`config.mk`:
```
export PLATFORM = sky130hd
export DESIGN_NAME = dkong_col_mix
export DESIGN_NICKNAME = d
export VERILOG_FILES = /design/src/rtl/dkong_col_mix.sv
export SDC_FILE = /design/constraint.sdc
export NUM_CORES = 2
export LEC_CHECK = 0
export CORE_ASPECT_RATIO = 1.25
export CORE_MARGIN = 2
export CORE_UTILIZATION = 55
export CTS_CLUSTER_SIZE = 16
export DETAILED_ROUTE_END_ITERATION = 10
export DONT_BUFFER_PORTS = 1
export HOLD_SLACK_MARGIN = 0.03
export PLACE_DENSITY = 0.7
export SETUP_SLACK_MARGIN = 0.5
export SLEW_MARGIN = 20
export SYNTH_ARGS = -nofsm -noshare
export SYNTH_HDL_FRONTEND = slang
export SYNTH_SLANG_ARGS = --single-unit
export TNS_END_PERCENT = 1
```
`constraint.sdc`:
```
create_clock -name CLK_12M -period 6.5 [get_ports CLK_12M]
set_clock_uncertainty 0.15 [all_clocks]
set_input_delay 0.975 -clock CLK_12M [delete_from_list [all_inputs] [get_ports CLK_12M]]
set_output_delay 0.975 -clock CLK_12M [all_outputs]
set_load 0.01 [all_outputs]
```
`src/rtl/dkong_col_mix.sv`:
```
// Final colour stage: background/sprite priority mux, palette lookup RAM,
// and blanked 3-3-2 RGB output. Three pixel-strobe stages give a fixed
// two-strobe latency from pixel inputs to O_R/O_G/O_B/O_BLANK.
module dkong_col_mix (
    input  logic       CLK_12M,
    input  logic       I_RST,
    input  logic       I_PIX_CE,
    input  logic [1:0] I_BG_VID,
    input  logic [3:0] I_BG_COL,
    input  logic [1:0] I_OBJ_VID,
    input  logic [3:0] I_OBJ_COL,
    input  logic       I_CMPBLK,
    input  logic       I_AB,
    input  logic       I_DB,
    input  logic       I_BANK_WRn,
    input  logic       I_CNF_EN,
    input  logic [7:0] I_CNF_A,
    input  logic [7:0] I_CNF_D,
    input  logic       I_CNF_WE,
    output logic [2:0] O_R,
    output logic [2:0] O_G,
    output logic [1:0] O_B,
    output logic       O_BLANK
);

    // The palette RAM holds the PROM image verbatim, which is active-low;
    // the displayed colour is its complement.
    function automatic logic [7:0] prom_decode(input logic [7:0] prom);
        return ~prom;
    endfunction

    logic [1:0] bank;
    logic [7:0] pix_addr;
    logic [7:0] addr_p1;
    logic       blk_p1;
    logic [7:0] clut [0:255];
    logic [7:0] rd_data_p1;
    logic [7:0] data_p2;
    logic       blk_p2;

    // Palette bank latch, written bit-wise by the CPU.
    always_ff @(posedge CLK_12M) begin
        if (I_RST) begin
            bank <= 2'b00;
        end else if (!I_BANK_WRn) begin
            bank[I_AB] <= I_DB;
        end
    end

    // Sprite has priority whenever its pixel index is non-transparent.
    always_comb begin
        pix_addr = {bank, I_BG_COL, I_BG_VID};
        if (I_OBJ_VID != 2'd0) begin
            pix_addr = {bank, I_OBJ_COL, I_OBJ_VID};
        end
    end

    // ---- stage 1: priority mux result and blank, captured per pixel ----
    always_ff @(posedge CLK_12M) begin
        if (I_RST) begin
            addr_p1 <= 8'd0;
            blk_p1  <= 1'b1;
        end else if (I_PIX_CE) begin
            addr_p1 <= pix_addr;
            blk_p1  <= I_CMPBLK | I_CNF_EN;
        end
    end

    // Lookup RAM: config writes plus a free-running read (old data on collision).
    always_ff @(posedge CLK_12M) begin
        if (I_CNF_EN && I_CNF_WE) begin
            clut[I_CNF_A] <= I_CNF_D;
        end
        rd_data_p1 <= clut[addr_p1];
    end

    // ---- stage 2: looked-up colour held for one pixel ----
    always_ff @(posedge CLK_12M) begin
        if (I_PIX_CE) begin
            data_p2 <= rd_data_p1;
        end
    end

    // Stage 2 blank travels alongside the looked-up colour.
    always_ff @(posedge CLK_12M) begin
        if (I_RST) begin
            blk_p2 <= 1'b1;
        end else if (I_PIX_CE) begin
            blk_p2 <= blk_p1;
        end
    end

    // ---- stage 3: blanked RGB output, config mode forces black at once ----
    always_ff @(posedge CLK_12M) begin
        if (I_RST) begin
            O_R     <= 3'd0;
            O_G     <= 3'd0;
            O_B     <= 2'd0;
            O_BLANK <= 1'b1;
        end else if (I_PIX_CE) begin
            if (blk_p2 || I_CNF_EN) begin
                O_R     <= 3'd0;
                O_G     <= 3'd0;
                O_B     <= 2'd0;
                O_BLANK <= 1'b1;
            end else begin
                {O_R, O_G, O_B} <= prom_decode(data_p2);
                O_BLANK         <= 1'b0;
            end
        end
    end

endmodule

```
---- Word level (Yosys, flattened, before mapping) ----
Memories as Yosys holds them, arrays and structs flattened. A register that Yosys moved wholly into a read port is not among the register bits.
Cells that the tools add are included.
word-level totals
  bits in writable memories ............... 2048
  memory bits (read-only) ................. 0
  input port bits ......................... 37
  memories kept ........................... 1
  bits in latches ......................... 0
  logic and storage cells ................. 28
  register bits after elaboration ......... 29
  output and inout bits ................... 9
memories
  memory  depth  bits a word  read ports  clocked after memory_dff  write ports  line  text
  clut    256    8            1           1                         1            36    logic [7:0] clut [0:255];
operators by class
  reduce and logical (&&, ||, !) cells .... 4
  $lt $le $gt $ge ......................... 2
  bitwise operators ....................... 2
  muxes and demuxes ....................... 10
  shift-type cells ........................ 0
  eq/ne operators ......................... 0
  div/mod/pow operators ................... 0
  add/sub/neg operators ................... 0
  $mul .................................... 0
operators with widths
  cell                                                                           number
  8-bit NOT                                                                      1
  3-bit 2-to-1 mux                                                               2
  6-bit 2-to-1 mux                                                               1
  1-bit 2-to-1 mux                                                               4
  2-bit bitwise mux                                                              1
  1-bit logical AND                                                              2
  1-bit by 2-bit less-than comparator with 1-bit output (second input constant)  1
  2-bit 2-to-1 mux                                                               1
  2-bit nonzero test                                                             1
  1-bit demux with 1-bit select                                                  1
  1-bit >= comparator (second input constant)                                    1
  1-bit logical OR                                                               1
  1-bit OR                                                                       1

---- Depth between registers and ports, before layout ----
  word-level depth ........................ 5
  depth in mapped cells ................... 12

---- Worst setup path before layout ----
No wires, ideal clock.
  path type ............................... in2reg
  start ................................... input port I_CNF_WE
  end ..................................... memory clut[112][0] (enable)
  path slack .............................. 3.551 ns
  data arrival time ....................... 2.429 ns
  cell stages on the path ................. 6
  setup time .............................. 0.370 ns
  buffers on the path ..................... 3
  data required time ...................... 5.980 ns
  path through ............................ and2_1 clkbuf_1 clkbuf_1 nand3_1 clkbuf_1 nor2_1
on the way
  cells in the longest elaborated chain, start to end .. 3
ends and longest elaborated chain
  element                                 line  text
  start, declared                         19    input logic I_CNF_WE,
  1-bit logical AND                       71    if (I_CNF_EN && I_CNF_WE) begin
  1-bit 2-to-1 mux                        71
  1-bit 2-to-1 mux (implied by the code)  72    clut[I_CNF_A] <= I_CNF_D;
  end, declared                           36
No other way between the ends.

==> flow_summary.yaml <==
route:
  dr.first_iter.drc_count: 4625
  routed_wl_um: 187000
  vias: 38828
  drc: 0
  via_per_inst: 6.57
  drt-wirelength-per-cell_um: 31.5
  antenna_left: 0
  firstDrtPassIters: 5
cts:
  cts_sinks: 2085
  clockBufferDepth: 3
  cts_tree: "yes"
  root_buffer: "clkbuf_16"
  cts_made_buffers: 190
  cts.clk_slew.worst_paths_ps: 60
  h-tree-depth: 4
  postCtsSetupRepairBufs: 0
  cts_resized: 0
  clk_latency_ps: 830
job:
  cap_violations: 0
critical_path:
  cp-startpoint: "addr_p1[0]"
  timing.rr.start: "addr_p1[0]"
  cp-start-kind: "flop"
  cp_max_fo: 28
  path_cells: "buf_4 -> buf_4 -> mux4_2 -> a22o_1 -> a221oi_1 -> o32ai_1 -> nor3_1 -> nor3_1"
  crit_buf_inv: 2
  worstPathRequired_ps: 7010
  path_delay_family: "compound AO/OA/AOI/OAI gates"
  crit_arrival_ps: 5080
  slowest_delay_ps: 770
  timing_worst_setup_path_type: "flop to flop"
  crit_slowest_cell: "nor3_1"
  endpoint_kind: "flop"
  r2r_slack_ps: 1930
yosys:
  synthDistinctLibCells: 51
  synthCells: 3832
  yosysMostFrequentCell: "edfxtp_1"
  syn-cell-area_mm2: 0.0804
  yosysTopAreaCell: "edfxtp_1"
  netlist_top_cells_count: "edfxtp_1, mux4_2, nor2_1"
  seq_area_frac_synth: 0.775
  syn_nets: 3869
  synth-edff-count: 2056
  synth-main-ff-cell: "edfxtp_1"
  synth.avg_cell_area_um2: 21.0
  ys_ff_latch: 2085
  yosysWarnings: 0
  async_flop_share: 0
  synth.area.top_cells: "edfxtp_1, mux4_2, mux2i_1, nor2_1, a22oi_1"
  synth_top_area_frac: 0.768
cells_and_area:
  area_growth_pct: 9.88
  layout-drive-gt1-share: 0.203
  fin_nets: 3893
timing:
  rsz0062_at_grt: "no"
  finalHoldViolations: 0
  fmax_mhz: 219
  fin_ws_ps: 1930
  finalSetupTns_ps: 0
  slew_headroom: 0.238
  tightest_slew_ps: 1140
  final-max-slew-violation-count: 0
  min_period_ps: 4570
  fin_crit_sh: 0.703
  setup_viol: 0
grt:
  grt_pass1_vias: 38813
  antenna_found_initial: 9
  grt_max_degree: 257
  grt_pass1_wl_um: 271000
  grt_usage: 0.252
  grt_overflow: 0
pwr:
  power.density_mw_per_mm2: 310
  peakVddDrop_v: 0.000254
  cellLeakagePower_nw: 26.5
die:
  fp-row-count: 156
  coreArea_mm2: 0.145
  initial_utilization: 0.555
  pin_count: 46
  die-area_mm2: 0.149
  die_h_um: 431
  die_w_um: 346
hold_path:
  hold_class: "input pin to flop"
  worstHoldStart: "I_PIX_CE"
placed_design:
  place_hpwl_um: 109000
  place_congestion: 0.867
  portBuffers: 0
  dp_slack_ps: 2060
run_status:
  outcome: "complete, no violations"
final timing paths:
kind	depth (start not counted)	to
worst max-delay path	8	rd_data_p1[0]
worst min-delay path	1	addr_p1[3]
worst max register to register	8	rd_data_p1[0]
worst min register to register	0	data_p2[7]
cell families after synthesis:
kind of cell	count (synthesis)	share of synthesized area
AOI/OAI and AO/OA	468	0.0414
buffers and inverters	252	0.0186
DFF	2085	0.775
and+or+nand+nor	457	0.0245
muxes	570	0.140
layer usage:
metal,share of wire,track usage,up-vias,routed length [um]
met5,0.00039,0,-,73
met4,0.040,0.101,10,7540
met3,0.098,0.0633,355,18200
met2,0.49,0.402,1888,90800
met1,0.37,0.338,20464,69900
li1,-,-,16111,-
worst register-to-register path, cell delays in order, from the launching register on:
cell,delay (ps)
dfxtp_4,710
buf_4,360
buf_4,460
mux4_2,570
a22o_1,280
a221oi_1,580
o32ai_1,380
nor3_1,770
nor3_1,140
cells in the final DEF, fill, tap and decap left out, types with 4 or more instances in the layout:
| master | count |
|---|---|
| edfxtp_1 | 2056 |
| buf_4 | 61 |
| clkinv_1 | 43 |
| clkinvlp_4 | 5 |
| bufinv_16 | 19 |
| nor3_1 | 28 |
| a21oi_1 | 96 |
| inv_1 | 5 |
| clkinv_8 | 5 |
| clkbuf_16 | 195 |
| mux4_2 | 443 |
| nor2b_1 | 12 |
| a22o_1 | 45 |
| a31oi_1 | 8 |
| inv_6 | 5 |
| clkbuf_8 | 4 |
| clkbuf_1 | 49 |
| nand4_1 | 9 |
| nand2_1 | 45 |
| clkinv_2 | 23 |
| o22ai_1 | 42 |
| nand3_1 | 25 |
| dfxtp_1 | 24 |
| a211oi_1 | 24 |
| a311oi_1 | 4 |
| o21ai_0 | 32 |
| buf_12 | 14 |
| mux2i_1 | 119 |
| mux2_2 | 8 |
| nand2b_1 | 10 |
| o221ai_1 | 41 |
| nor2_1 | 296 |
| a221oi_1 | 44 |
| o32ai_1 | 13 |
| a22oi_1 | 107 |
through the flow:
| step | instances | area (um2) | total power [mW] | hold WS [ps] | utilization |
|---|---|---|---|---|---|
| 2_1_floorplan | 3832 | 80400 | 16.0 | 236 | - |
| 5_1_grt | 5912 | 88300 | 28.0 | 81.7 | 0.610 |
| 6_report | 5912 | 88300 | 27.4 | 97.0 | 0.610 |
| 3_3_place_gp | 5557 | 82100 | 16.4 | 247 | 0.567 |
| 4_1_cts | 5911 | 88300 | 27.4 | 41.6 | 0.610 |
| 3_5_place_dp | 5558 | 82100 | 16.5 | 259 | 0.567 |
registers in the layout, summed over array words and instances (netlist names), 2 cells and up:
register,cells
data_p2,8
O_G,3
rd_data_p1,8
O_B,2
clut,2048
addr_p1,8
O_R,3
bank,2
power breakdown:
| part | switching, mW | internal (mW) | leakage [nW] | total [mW] |
|---|---|---|---|---|
| clock network | 4.86 | 6.32 | 3.00 | 11.2 |
| logic | 0.786 | 0.547 | 4.77 | 1.33 |
| registers | 0.0476 | 14.8 | 18.7 | 14.9 |
| total | 5.69 | 21.7 | 26.5 | 27.4 |
area by class of cell:
cell class                 count  area, um2
clock buffer                 248       5120
multi-input combinational   1495      16600
timing repair buffer          77        758
clock inverter               103       1080
fill                        9871      56500
sequential                  2085      62300
antenna                        1       2.50
tap                         1896       2370
inverter                       7       26.3
repair_timing:
item                                   4_1_cts  5_1_grt
endpoints found under the hold margin       14        0
setup endpoints to repair                    0        0
hold buffers                                 2        0
Power figures use the tool's default switching activity.
